--- src/rtl/axis_out_stream_if.sv ---
// AXI-Stream bundle between the FIR output stage and the sink.
// The master drives data/valid/last and the slave drives ready.
interface axis_out_stream_if #(
    parameter int DW = 32
);
    logic [DW-1:0] tdata;
    logic          tvalid;
    logic          tlast;
    logic          tready;

    modport master (
        output tdata,
        output tvalid,
        output tlast,
        input  tready
    );

    modport slave (
        input  tdata,
        input  tvalid,
        input  tlast,
        output tready
    );
endinterface

--- src/rtl/axis_out_stream.sv ---
// FIR result streamer: buffers samples in a small FIFO and emits
// one AXI-Stream frame of data_length beats with tlast and done.
module axis_out_stream #(
    parameter int pDATA_WIDTH = 32,
    parameter int FIFO_DEPTH  = 4,
    parameter int pLEN_WIDTH  = 32
) (
    input  logic                   clk,
    input  logic                   rst_n,
    input  logic                   ap_start,
    input  logic [pLEN_WIDTH-1:0]  data_length,
    input  logic [pDATA_WIDTH-1:0] fir_data,
    input  logic                   fir_valid,
    output logic                   fir_ready,
    axis_out_stream_if.master      sm,
    output logic                   axis_done,
    output logic                   busy
);

    localparam int AW = $clog2(FIFO_DEPTH);

    typedef enum logic [1:0] {
        IDLE,
        RUN,
        DRAIN,
        DONE
    } state_t;

    state_t state;
    state_t state_nx;

    logic [pDATA_WIDTH-1:0] mem [FIFO_DEPTH];
    logic [AW-1:0]          wr_ptr;
    logic [AW-1:0]          rd_ptr;
    logic [AW:0]            count;
    logic [pLEN_WIDTH-1:0]  len_q;
    logic [pLEN_WIDTH-1:0]  in_cnt;
    logic [pLEN_WIDTH-1:0]  out_cnt;

    logic full;
    logic empty;
    logic start;
    logic push;
    logic pop;
    logic last_push;
    logic last_pop;
    logic streaming;

    assign full      = (count == (AW + 1)'(FIFO_DEPTH));
    assign empty     = (count == '0);
    assign start     = (state == IDLE) & ap_start;
    assign streaming = (state == RUN) | (state == DRAIN);

    // fir_ready depends only on local state, never on sm.tready
    assign fir_ready = (state == RUN) & ~full & (in_cnt < len_q);
    assign push      = fir_valid & fir_ready;
    assign last_push = push & ((in_cnt + pLEN_WIDTH'(1)) == len_q);

    assign sm.tvalid = ~empty & streaming;
    assign sm.tdata  = sm.tvalid ? mem[rd_ptr] : '0;
    assign sm.tlast  = sm.tvalid
                     & (out_cnt == (len_q - pLEN_WIDTH'(1)));
    assign pop       = sm.tvalid & sm.tready;
    assign last_pop  = pop & sm.tlast;

    assign axis_done = (state == DONE);
    assign busy      = (state != IDLE);

    always_comb begin
        state_nx = state;
        unique case (state)
            IDLE: begin
                if (ap_start) begin
                    state_nx = (data_length == '0) ? DONE : RUN;
                end
            end
            RUN: begin
                if (last_push) state_nx = DRAIN;
            end
            DRAIN: begin
                if (last_pop) state_nx = DONE;
            end
            DONE: begin
                state_nx = IDLE;
            end
            default: begin
                state_nx = IDLE;
            end
        endcase
    end

    always_ff @(posedge clk or negedge rst_n) begin
        if (!rst_n) begin
            state <= IDLE;
        end else begin
            state <= state_nx;
        end
    end

    always_ff @(posedge clk or negedge rst_n) begin
        if (!rst_n) begin
            len_q   <= '0;
            in_cnt  <= '0;
            out_cnt <= '0;
        end else if (start) begin
            len_q   <= data_length;
            in_cnt  <= '0;
            out_cnt <= '0;
        end else begin
            if (push) in_cnt  <= in_cnt + pLEN_WIDTH'(1);
            if (pop)  out_cnt <= out_cnt + pLEN_WIDTH'(1);
        end
    end

    // Depth is a power of two, so pointers wrap naturally
    always_ff @(posedge clk or negedge rst_n) begin
        if (!rst_n) begin
            wr_ptr <= '0;
            rd_ptr <= '0;
            count  <= '0;
        end else begin
            if (push) wr_ptr <= wr_ptr + AW'(1);
            if (pop)  rd_ptr <= rd_ptr + AW'(1);
            unique case ({push, pop})
                2'b10:   count <= count + (AW + 1)'(1);
                2'b01:   count <= count - (AW + 1)'(1);
                default: count <= count;
            endcase
        end
    end

    always_ff @(posedge clk) begin
        if (push) mem[wr_ptr] <= fir_data;
    end

endmodule

--- src/flat_wrapper.sv ---
// flat-port wrapper written by rule: the top's interface ports become plain ports
module axis_out_stream_flat 
#(
    parameter int pDATA_WIDTH = 32,
    parameter int FIFO_DEPTH  = 4,
    parameter int pLEN_WIDTH  = 32
)
  (clk, rst_n, ap_start, data_length, fir_data, fir_valid, fir_ready, axis_done, busy, sm_tdata, sm_tvalid, sm_tlast, sm_tready);
  axis_out_stream_if #(.DW((32))) sm_i ();
  input  logic clk;
  input  logic rst_n;
  input  logic ap_start;
  input  logic [pLEN_WIDTH-1:0] data_length;
  input  logic [pDATA_WIDTH-1:0] fir_data;
  input  logic fir_valid;
  output logic fir_ready;
  output logic axis_done;
  output logic busy;
  output wire logic [$bits(sm_i.tdata)-1:0] sm_tdata;
  output wire logic [$bits(sm_i.tvalid)-1:0] sm_tvalid;
  output wire logic [$bits(sm_i.tlast)-1:0] sm_tlast;
  input wire logic [$bits(sm_i.tready)-1:0] sm_tready;
  assign sm_tdata = sm_i.tdata;
  assign sm_tvalid = sm_i.tvalid;
  assign sm_tlast = sm_i.tlast;
  assign sm_i.tready = sm_tready;
  axis_out_stream #(.pDATA_WIDTH(pDATA_WIDTH), .FIFO_DEPTH(FIFO_DEPTH), .pLEN_WIDTH(pLEN_WIDTH)) u_core (.clk(clk), .rst_n(rst_n), .ap_start(ap_start), .data_length(data_length), .fir_data(fir_data), .fir_valid(fir_valid), .fir_ready(fir_ready), .sm(sm_i), .axis_done(axis_done), .busy(busy));
endmodule
--- config.mk ---
export PLATFORM = sky130hd
export DESIGN_NAME = axis_out_stream_flat
export DESIGN_NICKNAME = d
export VERILOG_FILES = /design/src/rtl/axis_out_stream_if.sv /design/src/rtl/axis_out_stream.sv /design/src/flat_wrapper.sv
export SDC_FILE = /design/constraint.sdc
export NUM_CORES = 1
export LEC_CHECK = 0
export BUFFER_PORTS_ARGS = -buffer_cell sky130_fd_sc_hd__buf_2
export CAP_MARGIN = 20
export CELL_PAD_IN_SITES_DETAIL_PLACEMENT = 0
export CELL_PAD_IN_SITES_GLOBAL_PLACEMENT = 2
export CORE_ASPECT_RATIO = 1.75
export CORE_MARGIN = 10
export CORE_UTILIZATION = 40
export CTS_CLUSTER_DIAMETER = 60
export DETAILED_ROUTE_END_ITERATION = 10
export PLACE_DENSITY_LB_ADDON = 0.05
export SKIP_CTS_REPAIR_TIMING = 1
export SYNTH_ARGS = -nofsm -noshare
export SYNTH_HDL_FRONTEND = slang
export SYNTH_SLANG_ARGS = --single-unit
--- constraint.sdc ---
create_clock -name clk -period 5.1 [get_ports clk]
set_clock_uncertainty 0.1 [all_clocks]
set_input_delay 0.255 -clock clk [delete_from_list [all_inputs] [get_ports clk]]
set_output_delay 0.255 -clock clk [all_outputs]
set_load 0.01 [all_outputs]
==> run summary <==
The first-iteration detailed-routing DRC count is 528. The number of pins exceeding their max-slew limit in the final report is 0. The flow ran to the end, and the final reports show no timing, DRC or antenna violations. Using the TritonRoute via totals, the vias-per-cell ratio works out to 5.40. Once layout is complete, the cells apart from fillers number 1725. Among all flip-flop cells after synthesis, the most frequent one is sky130_fd_sc_hd__edfxtp_1.

Timing analysis after detailed placement gives a worst setup slack of 0.871 ns. On the critical path the largest part of the delay comes from simple AND/OR/NAND/NOR gates. TritonCTS built the clock tree. The highest net fanout along the worst path came out at 6. Share of flip-flops with an asynchronous set or reset after synthesis: 0.451.

The remaining antenna violation count after routing was 0. The met2 usage is 0.342. The die covers 39800 µm². Class of the most critical hold timing path: in2reg. After synthesis, the largest family of logic cells by area is simple AND/OR/NAND/NOR gates.

The logs give 57000 µm for the wire length of the first global-routing pass and 0 for the final count of hold timing violations. Power spread over the standard cell area amounts to 264 nW/µm². 0 antenna diodes ended up in the layout. The complex-gate fraction of the synthesized area is 0.0725. The routed length per instance was 21.9 µm. Timing would allow up to 214 MHz. Clock tree synthesis selected as its root buffer the cell sky130_fd_sc_hd__clkbuf_16. In this run the tool buffered the top-level ports with 105 buffer cells. The layout cell share with drive strength beyond 1 is 0.164, and the setup TNS is 0 ns. The headroom to the max-slew limit came out at 0.283. STA classifies the critical path endpoint as an output pin. Among the stages of the critical path, the cell type that occurs most often is sky130_fd_sc_hd__a41oi_1. TritonCTS created 24 clock buffers.

The number of flops mapped to enable cells by yosys is 128. The synthesized design contains 233 register bits. The portion of the post-synthesis area used by sequential elements was 0.507; the max-capacitance violation count was 0.

For the initial core utilization, the log shows 0.405. The largest single stage delay on the critical path is 0.77 ns. Measured along the x axis, the die boundary spans 155 µm. The floorplan has 86 rows. In this run, placement finished with an instance count of 1615. The pin count of the biggest net entering global routing is 88.

At the end of routability-driven placement, the weighted congestion stood at 0.864. The height of the die is 256 µm, and the buffer levels on the longest clock path is 3. The adder and majority gate portion of the synthesized area was 0.0456; the met3 demand-to-capacity share in global routing was 0.0228.

The average footprint of a synthesized cell was 11.0 µm². The number of H-tree levels was 1; the number of warnings reported in the yosys synthesis log was 0. The time the final worst path needs with I/O delays and setup works out to 4.68 ns. The area share of and/or/nand/nor cells after synthesis is 0.177. The top cell types in the final layout, fill and taps aside, are sky130_fd_sc_hd__edfxtp_1, sky130_fd_sc_hd__buf_2, sky130_fd_sc_hd__dfrtp_1. Initial antenna violation count: 0. The share of the clock period used by the worst path after layout was 0.917; the residual DRC count was 0.

For the number of nets in the layout, the log shows 1426. The first TritonRoute pass finished after 5 iterations. Leaving out fill and tap cells, the most frequent cell in the layout is sky130_fd_sc_hd__edfxtp_1. The share of cell area taken by muxes after synthesis came out at 0.0648.

Synthesis produced a netlist with a net count of 1275. The residual overflow from global routing was 0. The cell count after synthesis was 1160; the slew of the pin with the lowest slew margin was 1.07 ns. The count of buffering cells on the critical path with inverters included was 2. Total routing usage reported by global routing: 0.184. Setup repair after global routing left no endpoint under its margin. Across all layers, the routed design uses 9320 vias.

For the worst-skew pair, the clock arrives at the later sink with an insertion delay of 0.54 ns. Core footprint: 31500 µm². The worst setup margin came out at 0.422 ns.

After global routing, the most crowded layer is met2. The area growth from synthesis to final layout came out at 18.8%. The critical path goes through inv_1, ha_1, or3b_2, nor3_1, a41oi_1, a221oi_1, a41oi_1, a311oi_2, and4_1, buf_2. Clock-pin slew was measured on the worst setup and hold paths at 0.07 ns. IR analysis of the VDD net gives a maximum drop of 0.237 mV. The count of distinct cell types in the synthesized netlist was 76. For the data arrival time of the critical path, the log shows 4.32 ns. The startpoint-to-endpoint class of the critical path is reg2out. The xor/xnor share of the synthesized area was 0.0960; the total number of clock tree sinks was 233. The leakage power is 0.00587 µW, and the post-synthesis cell area is 12800 µm². Summed over all layers, the routed wires come to 37700 µm.

The post-DP HPWL was 28100 µm; the final number of setup-violating endpoints was 0. The via count of the first global-routing pass is 9619. The worst setup path is launched from a flop. I/O pin total: 106. The run gives 0.199 as the met1 global-route usage.

The slowest stage of the critical path is the sky130_fd_sc_hd__nor3_1 cell. The logs give 0.106 ns for the worst hold slack across all endpoints and 4.74 ns for the data required time at the worst endpoint.
## Yosys cell counts (5+ instances only)
master                      number  area (µm²)
sky130_fd_sc_hd__xor2_1         51         447
sky130_fd_sc_hd__nand3_1        36         180
sky130_fd_sc_hd__o211ai_1        5        37.5
sky130_fd_sc_hd__inv_1          56         210
sky130_fd_sc_hd__nor2_1        100         375
sky130_fd_sc_hd__nand2_1        94         353
sky130_fd_sc_hd__a21oi_1        35         175
sky130_fd_sc_hd__nand4_1        27         169
sky130_fd_sc_hd__o2111ai_1       5        43.8
sky130_fd_sc_hd__nor3_1         32         160
sky130_fd_sc_hd__and3_1         14        87.6
sky130_fd_sc_hd__or3_1          15        93.8
sky130_fd_sc_hd__edfxtp_1      128        3840
sky130_fd_sc_hd__and2_1         39         244
sky130_fd_sc_hd__nand2b_1        5        31.3
sky130_fd_sc_hd__nor2b_1         7        43.8
sky130_fd_sc_hd__o21ai_0        58         290
sky130_fd_sc_hd__buf_1           5        18.8
sky130_fd_sc_hd__buf_2           6        30.0
sky130_fd_sc_hd__ha_1           45         563
sky130_fd_sc_hd__dfrtp_1       105        2630
sky130_fd_sc_hd__nor4_1         25         156
sky130_fd_sc_hd__clkbuf_1       46         173
sky130_fd_sc_hd__xnor2_1        89         780
sky130_fd_sc_hd__mux2_2          6        67.6
sky130_fd_sc_hd__a211oi_1        5        37.5
sky130_fd_sc_hd__mux4_2         32         721
sky130_fd_sc_hd__or4_1           5        37.5
sky130_fd_sc_hd__and4_1          8        70.1
## layer usage
| metal | vias up | part of all wire | wire length, µm |
|---|---|---|---|
| li1 | 4483 | - | - |
| met1 | 4565 | 0.38 | 14300 |
| met2 | 203 | 0.54 | 20400 |
| met3 | 69 | 0.034 | 1290 |
| met4 | 0 | 0.045 | 1680 |
| met5 | - | 0 | 0 |
## worst reg2reg max path, stage by stage (launching register included)
cell,delay (ns)
sky130_fd_sc_hd__dfrtp_1,0.49
sky130_fd_sc_hd__inv_1,0.11
sky130_fd_sc_hd__ha_1,0.30
sky130_fd_sc_hd__a211oi_1,0.22
sky130_fd_sc_hd__o21ai_0,0.20
sky130_fd_sc_hd__o211ai_1,0.31
sky130_fd_sc_hd__a41oi_1,0.20
sky130_fd_sc_hd__a211oi_1,0.87
sky130_fd_sc_hd__nand2_1,0.20
sky130_fd_sc_hd__buf_4,0.34
sky130_fd_sc_hd__nor4_2,0.43
sky130_fd_sc_hd__nor2_1,0.10
sky130_fd_sc_hd__o32a_1,0.29
## path summary, 6_finish.rpt
path,from,end,cells past startpoint,slack [ns]
worst max-delay path,u_core.len_q[1]$_DFFE_PN0P_,sm_tlast,10,0.42
worst min-delay path,sm_tready,u_core.rd_ptr[0]$_DFFE_PN0P_,3,0.11
worst max register to register,u_core.len_q[7]$_DFFE_PN0P_,u_core.state[0]$_DFFE_PN0P_,12,0.84
worst min register to register,u_core.rd_ptr[0]$_DFFE_PN0P_,u_core.rd_ptr[0]$_DFFE_PN0P_,1,0.37
max in group asynchronous,rst_n,u_core.len_q[19]$_DFFE_PN0P_,3,3.48
min in group asynchronous,rst_n,u_core.in_cnt[5]$_DFFE_PN0P_,2,0.20
## layout make-up
class	count	area (µm²)
clock inverters	17	223
clock buffers	27	633
inverters	57	214
flip-flops and latches	233	6470
repair buffers	188	1320
well taps	396	495
multi-input cells	807	5820
fillers	2953	16400
## power by group
group | switching [µW] | total (µW) | leakage (µW) | internal, µW
clock network | 794 | 1910 | 0.000414 | 1120
registers | 0 | 1990 | 0.00244 | 1990
logic | 50.8 | 104 | 0.00302 | 53.6
total | 845 | 4000 | 0.00587 | 3160
## through the flow
step                      power (µW)  instance area (µm²)  utilization
after global routing            4140                15200        0.481
after global placement          2090                13700        0.433
after CTS                       4020                14500        0.460
after detailed placement        2090                13700        0.433
final                           4000                15200        0.481
after floorplan                 2030                12800            -
## cell families (layout without fill, tap and decap cells)
logic type | Yosys count | count (layout)
AO/OA/AOI/OAI | 146 | 146
flip-flops | 233 | 233
AND/OR/NAND/NOR | 433 | 433
multiplexers | 42 | 42
XOR/XNOR | 140 | 140
buffers and inverters | 120 | 289
adder cells (fa/ha/maj) | 46 | 46
## sequential cells by signal (all words and copies together) (netlist names)
name,cells
u_core.mem,128
u_core.in_cnt,32
u_core.len_q,32
u_core.out_cnt,32
u_core.count,3
u_core.rd_ptr,2
u_core.state,2
u_core.wr_ptr,2
(Power assumes the default switching activity.)
